File: src/rtl/mcu_pkg.sv
// Shared constants and state encoding for the load/store-multiple sequencer.
package mcu_pkg;

    localparam int unsigned ADDR_STEP_DEF = 4;
    localparam int unsigned REG_COUNT     = 16;
    localparam int unsigned PC_IDX        = 15;
    localparam int unsigned XLEN          = 32;
    localparam int unsigned CNT_W         = 5;

    typedef enum logic [1:0] {
        ST_IDLE = 2'd0,
        ST_XFER = 2'd1,
        ST_DONE = 2'd2
    } seq_state_t;

endpackage

File: src/rtl/lsb_encoder.sv
// Combinational lowest-set-bit encoder: index of the lowest set bit plus a valid flag.
module lsb_encoder
    import mcu_pkg::*;
#(
    parameter int unsigned W  = REG_COUNT,
    parameter int unsigned IW = $clog2(W)
) (
    input  logic [W-1:0]  vec,
    output logic [IW-1:0] idx,
    output logic          valid
);

    // Scan from the top so the lowest set bit is the last one written.
    always_comb begin
        idx   = '0;
        valid = 1'b0;
        for (int i = W - 1; i >= 0; i--) begin
            if (vec[i]) begin
                idx   = IW'(i);
                valid = 1'b1;
            end
        end
    end

endmodule

File: src/rtl/ldm_stm_sequencer.sv
// Multi-register load/store sequencer: walks a register list in ascending order,
// issuing one memory transfer per selected register with a req/ack handshake.
module ldm_stm_sequencer
    import mcu_pkg::*;
#(
    parameter int unsigned ADDR_STEP = ADDR_STEP_DEF,
    parameter int unsigned NREGS     = REG_COUNT
) (
    input  logic                     clk,
    input  logic                     rst,

    input  logic                     start,
    input  logic                     is_load,
    input  logic [NREGS-1:0]         reg_list,
    input  logic [XLEN-1:0]          base_addr,
    output logic                     busy,
    output logic                     done,
    output logic [XLEN-1:0]          final_addr,
    output logic                     pc_written,

    output logic [$clog2(NREGS)-1:0] rf_ra,
    input  logic [XLEN-1:0]          rf_rd,
    output logic [$clog2(NREGS)-1:0] rf_wa,
    output logic [XLEN-1:0]          rf_wd,
    output logic                     rf_we,

    output logic                     mem_req,
    output logic                     mem_we,
    output logic [XLEN-1:0]          mem_addr,
    output logic [XLEN-1:0]          mem_wdata,
    input  logic                     mem_ack,
    input  logic [XLEN-1:0]          mem_rdata
);

    localparam int unsigned IDX_W = $clog2(NREGS);

    seq_state_t        state_q;
    seq_state_t        state_d;

    logic              is_load_q;
    logic [NREGS-1:0]  rem_q;
    logic [XLEN-1:0]   base_q;
    logic [CNT_W-1:0]  cnt_q;
    logic              pc_q;

    logic [IDX_W-1:0]  sel_idx;
    logic              sel_valid;
    logic [NREGS-1:0]  sel_mask;
    logic [NREGS-1:0]  rem_after;
    logic              ack_fire;
    logic              last_ack;
    logic [XLEN-1:0]   cur_addr;

    // Lowest remaining register is the next one to transfer.
    lsb_encoder #(
        .W  (NREGS),
        .IW (IDX_W)
    ) u_lsb (
        .vec   (rem_q),
        .idx   (sel_idx),
        .valid (sel_valid)
    );

    // Handshake bookkeeping; acks without an outstanding request never fire.
    always_comb begin
        sel_mask  = NREGS'(1) << sel_idx;
        rem_after = rem_q & ~sel_mask;
        ack_fire  = (state_q == ST_XFER) && sel_valid && mem_ack;
        last_ack  = ack_fire && (rem_after == '0);
        cur_addr  = base_q + (32'(ADDR_STEP) * 32'(cnt_q));
    end

    // State register.
    always_ff @(posedge clk) begin
        if (rst) begin
            state_q <= ST_IDLE;
        end else begin
            state_q <= state_d;
        end
    end

    // Next-state logic; start is only honoured from IDLE.
    always_comb begin
        state_d = state_q;
        case (state_q)
            ST_IDLE: begin
                if (start) begin
                    state_d = (reg_list != '0) ? ST_XFER : ST_DONE;
                end
            end
            ST_XFER: begin
                if (last_ack) begin
                    state_d = ST_DONE;
                end
            end
            ST_DONE: state_d = ST_IDLE;
            default: state_d = ST_IDLE;
        endcase
    end

    // Command latch, remaining-list and transfer-count registers.
    always_ff @(posedge clk) begin
        if (rst) begin
            is_load_q <= 1'b0;
            rem_q     <= '0;
            base_q    <= '0;
            cnt_q     <= '0;
            pc_q      <= 1'b0;
        end else if (state_q == ST_IDLE && start) begin
            is_load_q <= is_load;
            rem_q     <= reg_list;
            base_q    <= base_addr;
            cnt_q     <= '0;
            pc_q      <= is_load && reg_list[PC_IDX];
        end else if (ack_fire) begin
            rem_q     <= rem_after;
            cnt_q     <= cnt_q + CNT_W'(1);
        end
    end

    // Output decode; everything is zero in IDLE so reset clears all outputs.
    always_comb begin
        busy       = 1'b0;
        done       = 1'b0;
        final_addr = '0;
        pc_written = 1'b0;
        rf_ra      = '0;
        rf_wa      = '0;
        rf_wd      = '0;
        rf_we      = 1'b0;
        mem_req    = 1'b0;
        mem_we     = 1'b0;
        mem_addr   = '0;
        mem_wdata  = '0;
        case (state_q)
            ST_XFER: begin
                busy     = 1'b1;
                mem_req  = sel_valid;
                mem_we   = ~is_load_q;
                mem_addr = cur_addr;
                if (!is_load_q) begin
                    rf_ra     = sel_idx;
                    mem_wdata = rf_rd;
                end else if (ack_fire) begin
                    rf_we = 1'b1;
                    rf_wa = sel_idx;
                    rf_wd = mem_rdata;
                end
            end
            ST_DONE: begin
                busy       = 1'b1;
                done       = 1'b1;
                final_addr = cur_addr;
                pc_written = pc_q;
            end
            default: ;
        endcase
    end

endmodule

File: config.mk
export PLATFORM = sky130hd
export DESIGN_NAME = ldm_stm_sequencer
export DESIGN_NICKNAME = d
export VERILOG_FILES = /design/src/rtl/mcu_pkg.sv /design/src/rtl/lsb_encoder.sv /design/src/rtl/ldm_stm_sequencer.sv
export SDC_FILE = /design/constraint.sdc
export NUM_CORES = 1
export LEC_CHECK = 0
export BUFFER_PORTS_ARGS = -buffer_cell sky130_fd_sc_hd__clkbuf_2
export CELL_PAD_IN_SITES_DETAIL_PLACEMENT = 0
export CELL_PAD_IN_SITES_GLOBAL_PLACEMENT = 2
export CORE_UTILIZATION = 19
export CTS_BUF_LIST = sky130_fd_sc_hd__clkbuf_16
export CTS_CLUSTER_DIAMETER = 60
export DETAILED_ROUTE_END_ITERATION = 7
export PLACE_DENSITY = 0.78
export SKIP_LAST_GASP = 1
export SLEW_MARGIN = 0
export SYNTH_ARGS = -nofsm -noshare
export SYNTH_HDL_FRONTEND = slang
export SYNTH_SLANG_ARGS = --single-unit
export TNS_END_PERCENT = 20
File: constraint.sdc
create_clock -name clk -period 2.6 [get_ports clk]
set_clock_uncertainty 0.15 [all_clocks]
set_input_delay 0.13 -clock clk [delete_from_list [all_inputs] [get_ports clk]]
set_output_delay 0.13 -clock clk [all_outputs]
set_load 0.02 [all_outputs]
* After elaboration in Yosys (flattened, before gate mapping)
Index checks and enable logic that the tools add are counted.
** Storage, ports and cells
- Register bits after elaboration :: 57
- Output and inout bits :: 142
- Logic and storage cells :: 86
- Memories kept :: 0
- RAM bits :: 0
- Memory bits (read-only) :: 0
- Bits of input ports :: 117
- Bits in latches :: 0
** Cells by class
- Bitwise operators :: 3
- Equality and inequality tests :: 4
- Divide/modulo/power cells :: 0
- Order comparisons :: 0
- Mux-type cells :: 58
- Add/subtract/negate cells :: 2
- Reduce and logical (&&, ||, !) cells :: 12
- Multipliers :: 0
- Shift-type cells :: 1
** Operators with widths (number)
- 2-to-1 mux 32 bit :: 7
- 2-to-1 mux 4 bit :: 21
- adder 32 x 7 -> 32 bit :: 1
- 2-to-1 mux 16 bit :: 2
- 2-to-1 mux 1 bit :: 24
- AND 16 bit :: 1
- zero test 16 bit :: 1
- inverter 16 bit :: 1
- nonzero test 16 bit :: 1
- << shifter 1 x 4 -> 16 bit, first input constant :: 1
- 2-to-1 mux 2 bit :: 3
- adder 5 x 1 -> 5 bit, second input constant :: 1
- logical AND 1 bit :: 5
- != test 2 bit, second input constant :: 2
- case mux 2 bit (2 select lines) :: 1
- OR reduction 2 bit :: 2
- == test 2 x 1 -> 1 bit, second input constant :: 1
- == test 2 bit, second input constant :: 1
- zero test 2 bit :: 1
- AND reduction 2 bit :: 1
- nonzero test 2 bit :: 1
- inverter 1 bit :: 1

* Depth between registers and ports, before layout
- Word-level depth :: 23
- Depth in mapped cells :: 10
- Depth with buffers taken out :: 10

* By module
A second synthesis with hierarchy kept.
** Unflattened totals
- Cells, all modules :: 614
- Area total of the unflattened synthesis :: 4384.2 µm²
** By module, submodules not included
- ldm_stm_sequencer :: area each 4205.3 µm², times used 1, cells each 581, sequential area each 1141.1 µm²
- lsb_encoder :: area each 178.9 µm², times used 1, cells each 33, sequential area each 0.0 µm²

* Worst setup path before layout
Ideal clock, no wire load.
- Kind :: reg-to-output
- Start point :: register cnt_q[1]
- End point :: output final_addr[31]
- Stages on the path, launching flop included :: 11
- Required time :: 2320 ps
- Path buffers :: 1
- Arrival :: 2331 ps
- Path slack :: -11 ps
- Cell sequence :: dfxtp_1 ha_1 a21o_1 a21oi_1 o21ai_0 a21oi_1 or2_2 clkbuf_1 nor3_1 xnor2_1 nor2b_1
** On the way
- Longest elaborated chain between the ends :: 2
** RTL lines
- from (decl) :: line ldm_stm_sequencer.sv:43 : logic [CNT_W-1:0] cnt_q;
- from (signal assigned) :: line ldm_stm_sequencer.sv:117 : cnt_q <= cnt_q + CNT_W'(1);
- adder 32 x 7 -> 32 bit :: line ldm_stm_sequencer.sv:70 : cur_addr = base_q + (32'(ADDR_STEP) * 32'(cnt_q));
- 2-to-1 mux 32 bit :: line ldm_stm_sequencer.sv:135 : case (state_q)
- to (decl) :: line ldm_stm_sequencer.sv:18 : output logic [XLEN-1:0] final_addr,
No other way between the ends.

* Worst setup path in the final report
- Start point :: register rem_q[7]
- End point :: register state_q[0]
** On the way
- Longest elaborated chain between the ends :: 15
- Elaborated cells on any way between the ends :: 25
- Classes of those cells :: eq/ne: 1; shift: 1; mux: 16; bitwise: 2; reduce/logical: 5
** RTL lines
- from (decl) :: line ldm_stm_sequencer.sv:41 : logic [NREGS-1:0] rem_q;
- from (signal assigned) :: line ldm_stm_sequencer.sv:111 : rem_q <= reg_list;
- from (signal assigned) :: line ldm_stm_sequencer.sv:116 : rem_q <= rem_after;
- 2-to-1 mux 4 bit (8 in series) :: line lsb_encoder.sv:18 : if (vec[i]) begin
- << shifter 1 x 4 -> 16 bit :: line ldm_stm_sequencer.sv:66 : sel_mask = NREGS'(1) << sel_idx;
- inverter 16 bit :: line ldm_stm_sequencer.sv:67 : rem_after = rem_q & ~sel_mask;
- AND 16 bit :: line ldm_stm_sequencer.sv:67
- zero test 16 bit :: line ldm_stm_sequencer.sv:69 : last_ack = ack_fire && (rem_after == '0);
- logical AND 1 bit (*) :: line ldm_stm_sequencer.sv:69
- != test 2 bit (no source line) (*)
- AND reduction 2 bit (no source line) (*)
- to (signal assigned) :: line ldm_stm_sequencer.sv:78 : state_q <= state_d;
- to (decl) :: line ldm_stm_sequencer.sv:37 : seq_state_t state_q;
Mark *: on every way between the ends. The rest lies on a longest branch, timed or not.
A chain may end at the register's enable or synchronous reset.

==> flow_summary.ini <==
[clock_network]
htree_levels = 3
clock_tree.root_cell = clkbuf_16
cts_buffers = 9
cts_tree = built
cts.sinks = 57
cts_buffer_depth = 2
clk_latency_ns = 0.34
clkSlewWorstSetupHoldPaths_ns = 0.05

[status]
status = finished with violations
violations = setup timing

[grt]
grt_pass1_vias = 4874
antenna_found_initial = 0
grt_max_degree = 41
grt_pass1_wl_mm = 25.3
grt_use_total_pct = 14.5
overflow = 0

[place]
gp_congestion = 0.930
dpl.hpwl_mm = 13.0
io_buffers = 258
place_ws_ns = -0.0912

[synthesis]
synth.yosys.warnings = 0
synth_top_area_share_pct = 27.6
syn-cell-area_um2 = 4140
synth-seq-cells = 57
avgSynthCellArea_um2 = 7.07
async_flop_share_pct = 0
synth.distinct_cells = 56
synth-edff-count = 0
syn-num-nets = 713
synthCells = 586
synth_area_leaders = dfxtp_1 28%, nand2_1 9.3%, and2_1 7.9%, a21oi_1 7.3%, and3_1 5.6%
yosys.area.top_type = dfxtp_1
ys.flop_type = dfxtp_1
yosysSeqAreaShare_pct = 27.6

[pwr]
total_power_mw = 4.13
power.static_leakage_nw = 3.45
ir_worst_vdd_mv = 0.374
p_per_area_nw_per_um2 = 566

[drt]
ant_nets = 0
wire_per_inst_um = 14.1
drc = 0
drtPass1Iterations = 5
vias = 5215
drt_iter0_markers = 270
drt_wl_total_mm = 17.2
avgViaCountPerCell = 4.29

[floorplan]
die_area_um2 = 22400
die_y_um = 150
start_util_pct = 19.5
fp-row-count = 53
fp.dieW_um = 150
ios = 259
core-area_um2 = 21200

[sta]
setup_slack_ns = -0.0749
rsz0062_at_grt = true
layout_min_cycle_time_ns = 2.67
fmax_mhz = 374
tightestPinTransition_ns = 0.559
setup_viol = 8
min_period_over_period_pct = 103
max_slew_margin_pct = 62.4
fin_hold_ws_ns = 0.0124
hold_viol_final = 0
slew_violations = 0

[critical_path]
start_kind = register
path_class = reg2reg
required_ns = 2.71
cp_max_fo = 5
worstPathArrival_ns = 2.78
critPathCaptureType = register

[finish]
layout_commonest_cell = clkbuf_2
final_cell_mix = 243 x clkbuf_2, 102 x nand2_1, 75 x buf_4
syn_to_final_growth_pct = 76.3
antenna_cells = 0
drive_gt1_share_pct = 42.3
final_core_util_pct = 34.4
final_nets = 1063

[min_path]
min_path_type = in2reg

[job]
cap_violations = 0
[path summary, 6_finish.rpt]
path,depth (start not counted),from,end,slack (ns)
worst max-delay path,9,rem_q[7],state_q[0],-0.07
worst min-delay path,3,start,state_q[0],0.01
worst max register to register,9,rem_q[7],state_q[0],-0.07
worst min register to register,2,pc_q,pc_q,0.29
[worst max-delay path: stages (launching register included)]
cell and delay, ns:
dfxtp_1 0.41, buf_4 0.17, nor3b_1 0.06, nor4_1 0.43
o21ai_1 0.24, o211a_1 0.26, o31ai_1 0.29, nor4_2 0.10
a2111o_1 0.41, o211ai_1 0.09
[cell usage after synthesis, types with 2 or more instances]
library cell	instances
nor3_1	10
inv_1	12
xnor2_1	21
nand3_1	4
a21oi_1	60
dfxtp_1	57
a21o_1	2
o21ai_1	2
buf_2	4
buf_1	4
o211ai_1	16
clkbuf_1	30
nand4_1	11
nor2b_1	31
and2_1	52
nor2_1	53
nor3b_1	4
ha_1	9
o21a_1	2
nand2b_1	2
and4_1	2
and3_1	37
nor3_2	2
nand2_1	103
o21ai_0	4
o31ai_1	4
or2_2	2
nor4_1	8
xor2_1	11
[logic make-up after synthesis]
group,count (synthesis),share of synthesized area (%)
simple gates,330,41.4
xor+xnor,32,6.77
buf+inv,51,4.74
mux,1,0.242
compound gates,105,16.1
flops,57,27.6
fa+ha+maj,10,3.20
[power by group]
group | internal (mW) | total (mW) | switching [mW]
Clock | 0.829 | 1.26 | 0.431
Combinational | 0.761 | 1.80 | 1.03
Sequential | 0.973 | 1.08 | 0.104
[registers in the layout, summed over array words and instances (netlist names)]
signal	count
state_q	2
is_load_q	1
base_q	32
pc_q	1
rem_q	16
cnt_q	5
[stage by stage]
stage                     TNS [ns]  cells  instance area [um2]
after floorplan           -0.00163    586                 4140
after global placement      -0.114   1142                 6110
after detailed placement    -0.545   1142                 6110
after CTS                    -2.89   1211                 7030
after global routing         -5.22   1216                 7300
final                       -0.230   1216                 7300
[cell type report]
| cell class | count | area [um2] |
|---|---|---|
| Sequential cell | 57 | 1160 |
| Clock buffer | 9 | 225 |
| Multi-Input combinational cell | 478 | 3040 |
| Fill cell | 2306 | 13900 |
| Clock inverter | 7 | 86.3 |
| Timing Repair Buffer | 377 | 2390 |
| Inverter | 13 | 51.3 |
| Tap cell | 275 | 344 |
[metal layers]
metal | global-route usage (%) | wire length (um) | share of wire, % | vias to the layer above
met5 | 0 | 0 | 0 | -
met4 | 3.98 | 171 | 1.0 | 0
met3 | 2.23 | 657 | 3.8 | 11
met2 | 23.8 | 8180 | 48 | 131
met1 | 19.6 | 8150 | 47 | 2380
li1 | - | - | - | 2693
[timing repair]
action | 4_1_cts | 5_1_grt
setup endpoints to repair | 59 | 87
gates cloned | 0 | 1
gates resized for setup | 26 | 64
hold buffers | 51 | 0
setup buffers | 2 | 4
endpoints found under the hold margin | 49 | 0
pin swaps | 12 | 21
(Power assumes the default switching activity.)
